[config.mk]
export PLATFORM = sky130hd
export DESIGN_NAME = ram_clearable
export DESIGN_NICKNAME = d
export VERILOG_FILES = /design/src/rtl/ram_clearable.sv
export SDC_FILE = /design/constraint.sdc
export NUM_CORES = 1
export LEC_CHECK = 0
export CORE_UTILIZATION = 35
export CTS_BUF_LIST = sky130_fd_sc_hd__clkbuf_4 sky130_fd_sc_hd__clkbuf_8 sky130_fd_sc_hd__clkbuf_16
export DETAILED_ROUTE_END_ITERATION = 10
export GPL_TIMING_DRIVEN = 0
export SLEW_MARGIN = 20
export SYNTH_ARGS = -nofsm -noshare
export SYNTH_HDL_FRONTEND = slang
export SYNTH_SLANG_ARGS = --single-unit
[constraint.sdc]
create_clock -name clk -period 3 [get_ports clk]
set_clock_uncertainty 0.2 [all_clocks]
set_input_delay 0.45 -clock clk [delete_from_list [all_inputs] [get_ports clk]]
set_output_delay 0.45 -clock clk [all_outputs]
set_load 0.005 [all_outputs]
[src/rtl/ram_clearable.sv]
// Single-port WIDTH x 2^ADDR_BITS RAM with a hardware clear engine that zeroes one word per clock
// after reset or a clear request, and an optional registered read port.
module ram_clearable #(
   parameter int WIDTH     = 16,
   parameter int ADDR_BITS = 6,
   parameter int REG_OUT   = 0
) (
   input  logic                 clk,
   input  logic                 reset,
   input  logic [WIDTH-1:0]     in,
   input  logic                 load,
   input  logic [ADDR_BITS-1:0] address,
   input  logic                 clear,
   output logic [WIDTH-1:0]     out,
   output logic                 busy
);

   localparam int DEPTH = 1 << ADDR_BITS;
   localparam logic [ADDR_BITS-1:0] PTR_LAST = '1;
   localparam logic [ADDR_BITS-1:0] PTR_ONE  = ADDR_BITS'(1);

   typedef enum logic {
      S_IDLE  = 1'b0,
      S_CLEAR = 1'b1
   } state_t;

   state_t               state_q, state_d;
   logic [ADDR_BITS-1:0] ptr_q, ptr_d;
   logic [WIDTH-1:0]     mem_q [DEPTH];

   logic                 wr_en;
   logic [ADDR_BITS-1:0] wr_addr;
   logic [WIDTH-1:0]     wr_data;

   assign busy = (state_q == S_CLEAR);

   always_ff @(posedge clk or posedge reset) begin
      if (reset) begin
         state_q <= S_CLEAR;
         ptr_q   <= '0;
      end else begin
         state_q <= state_d;
         ptr_q   <= ptr_d;
      end
   end

   always_comb begin
      state_d = state_q;
      ptr_d   = ptr_q;
      unique case (state_q)
         S_IDLE: begin
            if (clear) begin
               state_d = S_CLEAR;
               ptr_d   = '0;
            end
         end
         S_CLEAR: begin
            if (ptr_q == PTR_LAST) begin
               state_d = S_IDLE;
               ptr_d   = '0;
            end else begin
               ptr_d = ptr_q + PTR_ONE;
            end
         end
         default: begin
            state_d = S_CLEAR;
            ptr_d   = '0;
         end
      endcase
   end

   // The sweep owns the write port; in idle, a clear request drops a coincident load.
   // Memory is left untouched while reset is held.
   always_comb begin
      wr_en   = 1'b0;
      wr_addr = address;
      wr_data = in;
      if (!reset) begin
         if (state_q == S_CLEAR) begin
            wr_en   = 1'b1;
            wr_addr = ptr_q;
            wr_data = '0;
         end else if (!clear && load) begin
            wr_en = 1'b1;
         end
      end
   end

   always_ff @(posedge clk) begin
      if (wr_en) begin
         mem_q[wr_addr] <= wr_data;
      end
   end

   generate
      if (REG_OUT != 0) begin : g_reg_out
         logic [WIDTH-1:0] out_q;
         // Non-blocking read samples the pre-write word on a same-address write.
         always_ff @(posedge clk or posedge reset) begin
            if (reset) begin
               out_q <= '0;
            end else if (busy) begin
               out_q <= '0;
            end else begin
               out_q <= mem_q[address];
            end
         end
         assign out = out_q;
      end else begin : g_comb_out
         assign out = busy ? '0 : mem_q[address];
      end
   endgenerate

endmodule
# == Word-level counts from Yosys, hierarchy flattened ==
# Memory sizes are Yosys's and may differ from the RTL's.
# Index checks and enable logic that the tools add are counted.
# word_totals
inputBits,26
regBits,7
romBits,0
latchBits,0
wordCells,25
mem_count,1
ram_bits,1024
# memory_table
memory,words,width,rd,rd_clocked_by_memory_dff,wr,line_no,source
mem_q,64,16,1,0,1,29,logic [WIDTH-1:0] mem_q [DEPTH];
# op_classes
div_mod_pow,0
n_eq_ne,2
n_mul,0
n_shift,0
n_mux,16
order_cmp,0
n_addsub,1
reduce_logical,2
n_bitwise,1
# ops
operator,n
$mux 16,3
$mux 6,4
$pmux 6 s2,1
$mux 1,7
$add 6x1->6 const B,1
$eq 6x6->1 const B,1
$ne 2x2->1 const B,1
$pmux 1 s2,1
$logic_and 1x1->1,1
$logic_not 1->1,1
$not 1->1,1

# == Logic depth before layout (Yosys ltp) ==
# Gate-level depths: netlist of run 1.
# logic_depth
ltp_word,7
ltp_mapped,9
mapped_depth_nobuf,6

# == Worst setup path before layout of run 1 ==
# Ideal clock, no wire load.
# synth_path
kind,input to register
startpoint,input port address[1]
endpoint,"memory mem_q[60][0], enable pin"
path_buffers,4
arrival_ps,2420
setup_time_ps,389
slack_ps,-8
cell_stages,8
required_ps,2411
cell_sequence,buf_6 -> buf_6 -> buf_6 -> buf_2 -> or3_1 -> o31ai_1 -> nand2_1 -> nor2_1
# synth_via
elab_chain_cells,2
# synth_rtl
element,line_no,source
"start, declared",12,"input logic [ADDR_BITS-1:0] address,"
$mux 6,79,if (state_q == S_CLEAR) begin
$mux 6 *,78,if (!reset) begin
"end, declared",29,
# Mark *: on every way between the ends. The rest lies on a longest branch, timed or not.

# == Final worst setup path of run 1 ==
# layout_path
startpoint,input port address[0]
endpoint,output port out[2]
# layout_via
elab_chain_cells,2
# layout_rtl
element,line_no,source
$mem_v2 64x16,-,
$mux 16,110,assign out = busy ? '0 : mem_q[address];
"end, declared",14,"output logic [WIDTH-1:0] out,"
# Every way passes these cells.

==> results.py, run 1 <==
metrics = {
    "run": {
        "cap_violations": 0,
    },
    "cts": {
        "cts_tree": "yes",
        "cts_buffer_depth": 3,
        "cts.sinks": 1031,
        "cts_buffers": 104,
        "clock_latency_ps": 700,
        "holdBufCountCts": 0,
        "root_buffer": "clkbuf_16",
        "clkTransAtPathRegs_ps": 60,
        "cts_max_level": 3,
    },
    "routing": {
        "wl_per_cell_um": 33.2,
        "routed_wl_mm": 125,
        "drtIter0Drc": 2993,
        "vias_per_cell": 5.79,
        "drtPass1Iterations": 8,
        "ant_nets": 0,
        "drc_errors": 0,
        "vias": 21800,
    },
    "logic_synthesis": {
        "synth_commonest_cells": "edfxtp_1 (1024), mux4_2 (211), nor2_1 (85), mux2i_1 (66), o21ai_0 (39)",
        "yosysUniqueCellTypes": 56,
        "synth_ff_type": "edfxtp_1",
        "yosysTopAreaCell": "edfxtp_1",
        "synth-seq-cells": 1031,
        "avgSynthCellArea_um2": 21.8,
        "post-synth-top-count-cell": "edfxtp_1",
        "synth_xor_area_share_pct": 0.0217,
        "synth_area_um2": 40400,
        "synth_compound_area_share_pct": 3.02,
        "synthCells": 1855,
        "synth_seq_area_share_pct": 76.6,
        "synth_top_family_by_area": "multiplexers",
        "synth_adder_area_share_pct": 0.0310,
        "synthMuxAreaShare_pct": 16.0,
        "ys_top_cells_by_area": "edfxtp_1 (76%), mux4_2 (12%), mux4_1 (1.8%)",
        "synth_edf_count": 1024,
        "yosysTopAreaCellShare_pct": 76.2,
        "yosys.area_share.simple_pct": 2.35,
        "synth_fp_nets": 1882,
        "yosysWarnings": 0,
        "ys_async_sr_fraction_pct": 0.679,
    },
    "place": {
        "place_hpwl_mm": 80.5,
        "routabilityCongestion": 0.982,
        "portBuffers": 38,
        "pre_cts_ws_ps": -2300,
    },
    "critical_path": {
        "path_cells": "buf_16, buf_12, buf_16, buf_4, mux4_2, mux2i_4, a21oi_2, a32o_2, buf_2",
        "worstSetupStartpointType": "primary input",
        "cp_slowest_stage_delay_ps": 520,
        "cp.required_ps": 2350,
        "worst_path_most_repeated_cell": "buf_16",
        "crit_family": "buffers and inverters",
        "path_class": "in2out",
        "arrival_ps": 2570,
        "cp_max_fo": 11,
        "slowest_stage": "mux4_2",
        "cp-end-kind": "primary output",
        "cp.buffers_inverters": 5,
    },
    "outcome": {
        "violations": "negative setup slack",
        "status": "finished with violations",
    },
    "grt": {
        "grt_max_degree": 65,
        "antenna_found_initial": 6,
        "track_usage_pct": 20.8,
        "first_global_vias": 20800,
        "grt_pass1_wl_mm": 168,
        "gr-total-overflow": 0,
    },
    "hold_path": {
        "hold_path.class": "in2async",
    },
    "power_and_ir_drop": {
        "power_switching_w": 0.00770,
        "comb_power_share_pct": 9.8,
        "swShare_pct": 24.1,
        "leakage_nw": 16.2,
        "intPower_w": 0.0242,
        "clkPwrFrac_pct": 39.3,
        "power_density_nw_per_um2": 632,
        "finalPower_w": 0.0319,
        "ir_drop_mv": 0.462,
        "seqPwrFrac_pct": 50.9,
    },
    "finish": {
        "nNetsFinal": 2187,
        "syn2layout_area_growth_pct": 25.1,
        "drive_gt1_share_pct": 41.4,
    },
    "timing": {
        "worstMarginPinSlew_ps": 1070,
        "rsz0062_at_grt": "true",
        "finalSetupViolCount": 234,
        "fin_crit_sh_pct": 107,
        "period_needed_ps": 3220,
        "drv_slew": 0,
        "fmax_mhz": 310,
        "timing.max_slew.rel_slack_pct": 28.7,
        "setup_slack_ps": -221,
        "fin_hold_ws_ps": 134,
        "hold_violations": 0,
    },
    "die": {
        "core_um2": 114000,
        "ios": 43,
        "rows": 124,
        "start_util_pct": 35.3,
        "die_area_um2": 117000,
        "die_h_um": 342,
        "die_w_um": 342,
    },
}
power by group through the flow:
stage	registers [W]	logic [W]	clock network, W
floorplan	0.0166	0.00127	0
global placement	0.0166	0.00219	0
detailed placement	0.0166	0.00244	0
CTS	0.0163	0.00285	0.0127
global route	0.0163	0.00320	0.0132
finish	0.0163	0.00312	0.0125
cells by family (layout without fill, tap and decap cells):
logic type,after synthesis,count (layout)
adder cells (fa/ha/maj),1,1
multiplexers,331,331
flip-flops,1031,1031
AND/OR/NAND/NOR,200,204
AO/OA/AOI/OAI,183,183
XOR/XNOR,1,1
other,0,3
buffers and inverters,108,493
metal layers:
layer	routed length, µm	global-route usage, %
met1	48300	28.4
met5	34	0
met4	6150	8.20
met2	57400	32.2
met3	12800	5.00
layout make-up:
class                      count  area [µm²]
multi-input combinational    720       10400
fill                        9417       63800
sequential                  1031       30900
antenna                        3        7.51
tap                         1512        1890
inverter                       4        15.0
clock inverter                66         539
timing repair buffer         199        2490
buffer                       100        1430
clock buffer                 124        2760
layout by cell type (no fill, tap or decap), types with 9 or more instances in the layout:
cell / synthesis / routed
clkinv_2: 0 / 21
mux2i_4: 0 / 14
mux2i_1: 66 / 48
o21ai_0: 39 / 13
nand2b_1: 14 / 9
buf_4: 24 / 72
buf_16: 0 / 10
clkbuf_4: 0 / 24
o21ai_2: 0 / 11
nor2_4: 0 / 65
nor2_1: 85 / 18
edfxtp_1: 1024 / 1024
nor3_1: 10 / 10
and2_4: 0 / 16
o21ai_4: 0 / 10
nand2_2: 0 / 12
nand2_1: 32 / 12
o22ai_1: 36 / 22
clkinv_1: 0 / 22
a211oi_4: 0 / 13
buf_6: 24 / 40
a21oi_1: 27 / 15
mux4_1: 28 / 21
buf_8: 3 / 38
o21ai_1: 7 / 12
buf_12: 2 / 81
mux4_2: 211 / 218
clkdlybuf4s50_1: 0 / 20
clkbuf_16: 0 / 106
buf_2: 26 / 18
mux2_4: 0 / 19
worst paths after layout:
kind	cells past startpoint	slack, ps	start	to
worst min-delay path	2	130	reset	ptr_q[2]
min in group clk	2	310	in[1]	mem_q[0][1]
worst max register to register	8	-80	busy	mem_q[13][15]
worst max-delay path	9	-220	address[0]	out[2]
max in group asynchronous	2	2170	reset	busy
worst min register to register	2	490	ptr_q[2]	ptr_q[4]
per-stage QoR:
step           util, %  setup TNS, ps  instances  area (µm²)
3_3_place_gp      37.3       -4109040       3405       42600
2_1_floorplan        -           -975       1855       40400
4_1_cts           43.1        -141140       3690       49300
5_1_grt           44.2         -19020       3757       50500
6_report          44.2         -17090       3759       50500
3_5_place_dp      38.3       -2011120       3459       43800
state kept, by name, summed over array words and instances, names as in the netlist:
register and count:
busy 1, mem_q 1024, ptr_q 6
repair_timing:
item / 4_1_cts / 5_1_grt
resized for setup: 502 / 94
setup buffers: 43 / 61
endpoints found under the setup margin: 1568 / 1444
cloned: 2 / 4
pin swaps: 55 / 51
Power figures use the tool's default switching activity.
==> inputs of run 2 (changes only) <==
- ABC_CLOCK_PERIOD_IN_PS: not set -> 2700
- clock period: 3 -> 2.7 ns (I/O delays scaled with it)
==> run 2 against run 1 <==
Compared with the run above:
- the flow still finishes with violations (negative setup slack)
- critical path depth stayed put
- count of clock-buffer cells in the layout is 4 higher
- global-route usage is 0.15 points higher
- flip-flop and latch count stayed put
- critical endpoint is now out[9]
- die area stayed put
==> results.py, run 2 (synthesis gave the netlist of run 1 again) <==
metrics = {
    "power_and_ir_drop": {
        "comb_power_share_pct": 9.5,
        "leakage_nw": 16.1,
        "seqPwrFrac_pct": 50.7,
        "power_density_nw_per_um2": 709,
        "intPower_w": 0.0273,
        "clkPwrFrac_pct": 39.8,
        "power_switching_w": 0.00836,
        "swShare_pct": 23.5,
        "ir_drop_mv": 0.495,
    },
    "critical_path": {
        "cp.buffers_inverters": 4,
        "reg2reg_from": "busy",
        "arrival_ps": 2690,
        "crit_family": "multiplexers",
        "cp_max_fo": 10,
        "slowest_stage": "mux4_2",
        "worstSetupStartpointType": "primary input",
        "worstSetupStartpoint": "address[0]",
        "cp_slowest_stage_delay_ps": 540,
        "worst_path_most_repeated_cell": "buf_8",
        "path_cells": "buf_8, buf_12, buf_8, mux4_2, mux2i_4, nor2_2, a211oi_4, o21ai_4, buf_2",
        "path_class": "in2out",
        "cp-end-kind": "primary output",
        "cp.required_ps": 2100,
    },
    "run": {
        "cap_violations": 0,
    },
    "cts": {
        "clock_latency_ps": 670,
        "clkTransAtPathRegs_ps": 60,
        "cts_buffers": 106,
        "cts_buffer_depth": 3,
        "cts.sinks": 1031,
        "cts_tree": "yes",
        "cts_max_level": 3,
        "root_buffer": "clkbuf_16",
    },
    "routing": {
        "drtIter0Drc": 2477,
        "routed_wl_mm": 122,
        "vias": 21100,
        "wl_per_cell_um": 32.5,
        "drtPass1Iterations": 5,
        "vias_per_cell": 5.62,
        "drc_errors": 0,
        "ant_nets": 0,
    },
    "die": {
        "ios": 43,
        "die_h_um": 342,
        "core_um2": 114000,
        "start_util_pct": 35.3,
        "die_w_um": 342,
        "die_area_um2": 117000,
        "rows": 124,
    },
    "finish": {
        "regArea_um2": 30900,
        "nNetsFinal": 2190,
        "final_common_cell": "edfxtp_1",
        "layout_common_cells": "edfxtp_1 (1024), mux4_2 (219), clkbuf_16 (109)",
        "syn2layout_area_growth_pct": 24.6,
        "multi_input_area_um2": 10400,
        "fillers": 9528,
        "largest_reg_flops": 1024,
        "fin_area_um2": 50300,
        "drive_gt1_share_pct": 41.3,
        "top_register": "mem_q",
    },
    "timing": {
        "fmax_mhz": 303,
        "drv_slew": 0,
        "setup_slack_ps": -600,
        "timing.max_slew.rel_slack_pct": 42.6,
        "period_needed_ps": 3300,
        "worstMarginPinSlew_ps": 861,
        "fin_crit_sh_pct": 122,
        "finalSetupViolCount": 16,
        "rsz0062_at_grt": "true",
        "hold_violations": 0,
        "setup_tns_ps": -6810,
    },
    "grt": {
        "track_usage_pct": 21.0,
        "first_global_vias": 21200,
        "antenna_found_initial": 6,
        "grt_pass1_wl_mm": 169,
        "grt_max_degree": 65,
        "gr-total-overflow": 0,
    },
    "outcome": {
        "status": "finished with violations",
        "violations": "negative setup slack",
    },
    "hold_path": {
        "hp-start": "in[13]",
        "hold_path.class": "in2reg",
    },
    "place": {
        "place_hpwl_mm": 79.4,
        "place_area_um2": 43700,
        "portBuffers": 38,
        "pre_cts_ws_ps": -2850,
        "routabilityCongestion": 0.988,
    },
}
## run 2: cell count changes in the layout (fill, tap and decap cells not counted), moves of 5 or more
cell        before  now
a21oi_2          8    1
buf_12          81   72
buf_16          10    4
buf_4           72   86
clkinv_2        21   26
clkinvlp_4       7    2
mux2_2           7   13
mux2_4          19   13
nand2_2         12    6
nand3_2          7    2
o22ai_2          7   15
o22ai_4          7    2
## run 2: timing repair
item                                     CTS  global route
endpoints found under the setup margin  1964           567
endpoints found under the hold margin      6             0
cloned                                     6             0
resized for setup                        512            32
pin swaps                                102            35
setup buffers                             79            30
hold buffers                               1             0
## run 2: layer usage
layer / up-vias / wire length [µm] / global-route usage [%]
met2: 1081 / 56900 / 32.8
met1: 11300 / 47900 / 27.6
met3: 232 / 11700 / 5.82
li1: 8495 / - / -
met4: 8 / 5600 / 8.82
met5: - / 42 / 0
## run 2: final cells by class
type	count	share of cell area, %
plain buffers	99	2.52
clock inverters	66	0.956
flip-flops and latches	1031	61.5
diodes	1	0.00498
inverters	4	0.0299
well taps	1512	3.76
clock buffers	128	5.71
multi-input cells	722	20.7
repair buffers	199	4.77
## run 2: worst paths after layout
path                                      to  slack (ps)  depth (start not counted)
max in group asynchronous               busy        1670                          3
min in group asynchronous           ptr_q[5]         400                          3
worst max register to register  mem_q[47][5]          60                          6
worst max-delay path                  out[9]        -600                          9
worst min register to register      ptr_q[4]         510                          2
worst min-delay path            mem_q[4][13]         360                          2
## run 2: power by group through the flow
stage	combinational [W]	clock, W	sequential (W)
finish	0.00339	0.0142	0.0181
global route	0.00350	0.0149	0.0181
CTS	0.00331	0.0143	0.0181
detailed placement	0.00271	0	0.0184
global placement	0.00249	0	0.0185
floorplan	0.00144	0	0.0184
## run 2: metrics by stage
| step | hold WS, ps | util [%] | std cells | total power (W) |
|---|---|---|---|---|
| CTS | 315 | 43.7 | 3732 | 0.0357 |
| finish | 360 | 44.0 | 3762 | 0.0356 |
| detailed placement | 451 | 38.2 | 3456 | 0.0211 |
| global route | 360 | 44.0 | 3761 | 0.0365 |
| global placement | 457 | 37.4 | 3405 | 0.0209 |
| floorplan | 12.7 | - | 1855 | 0.0198 |
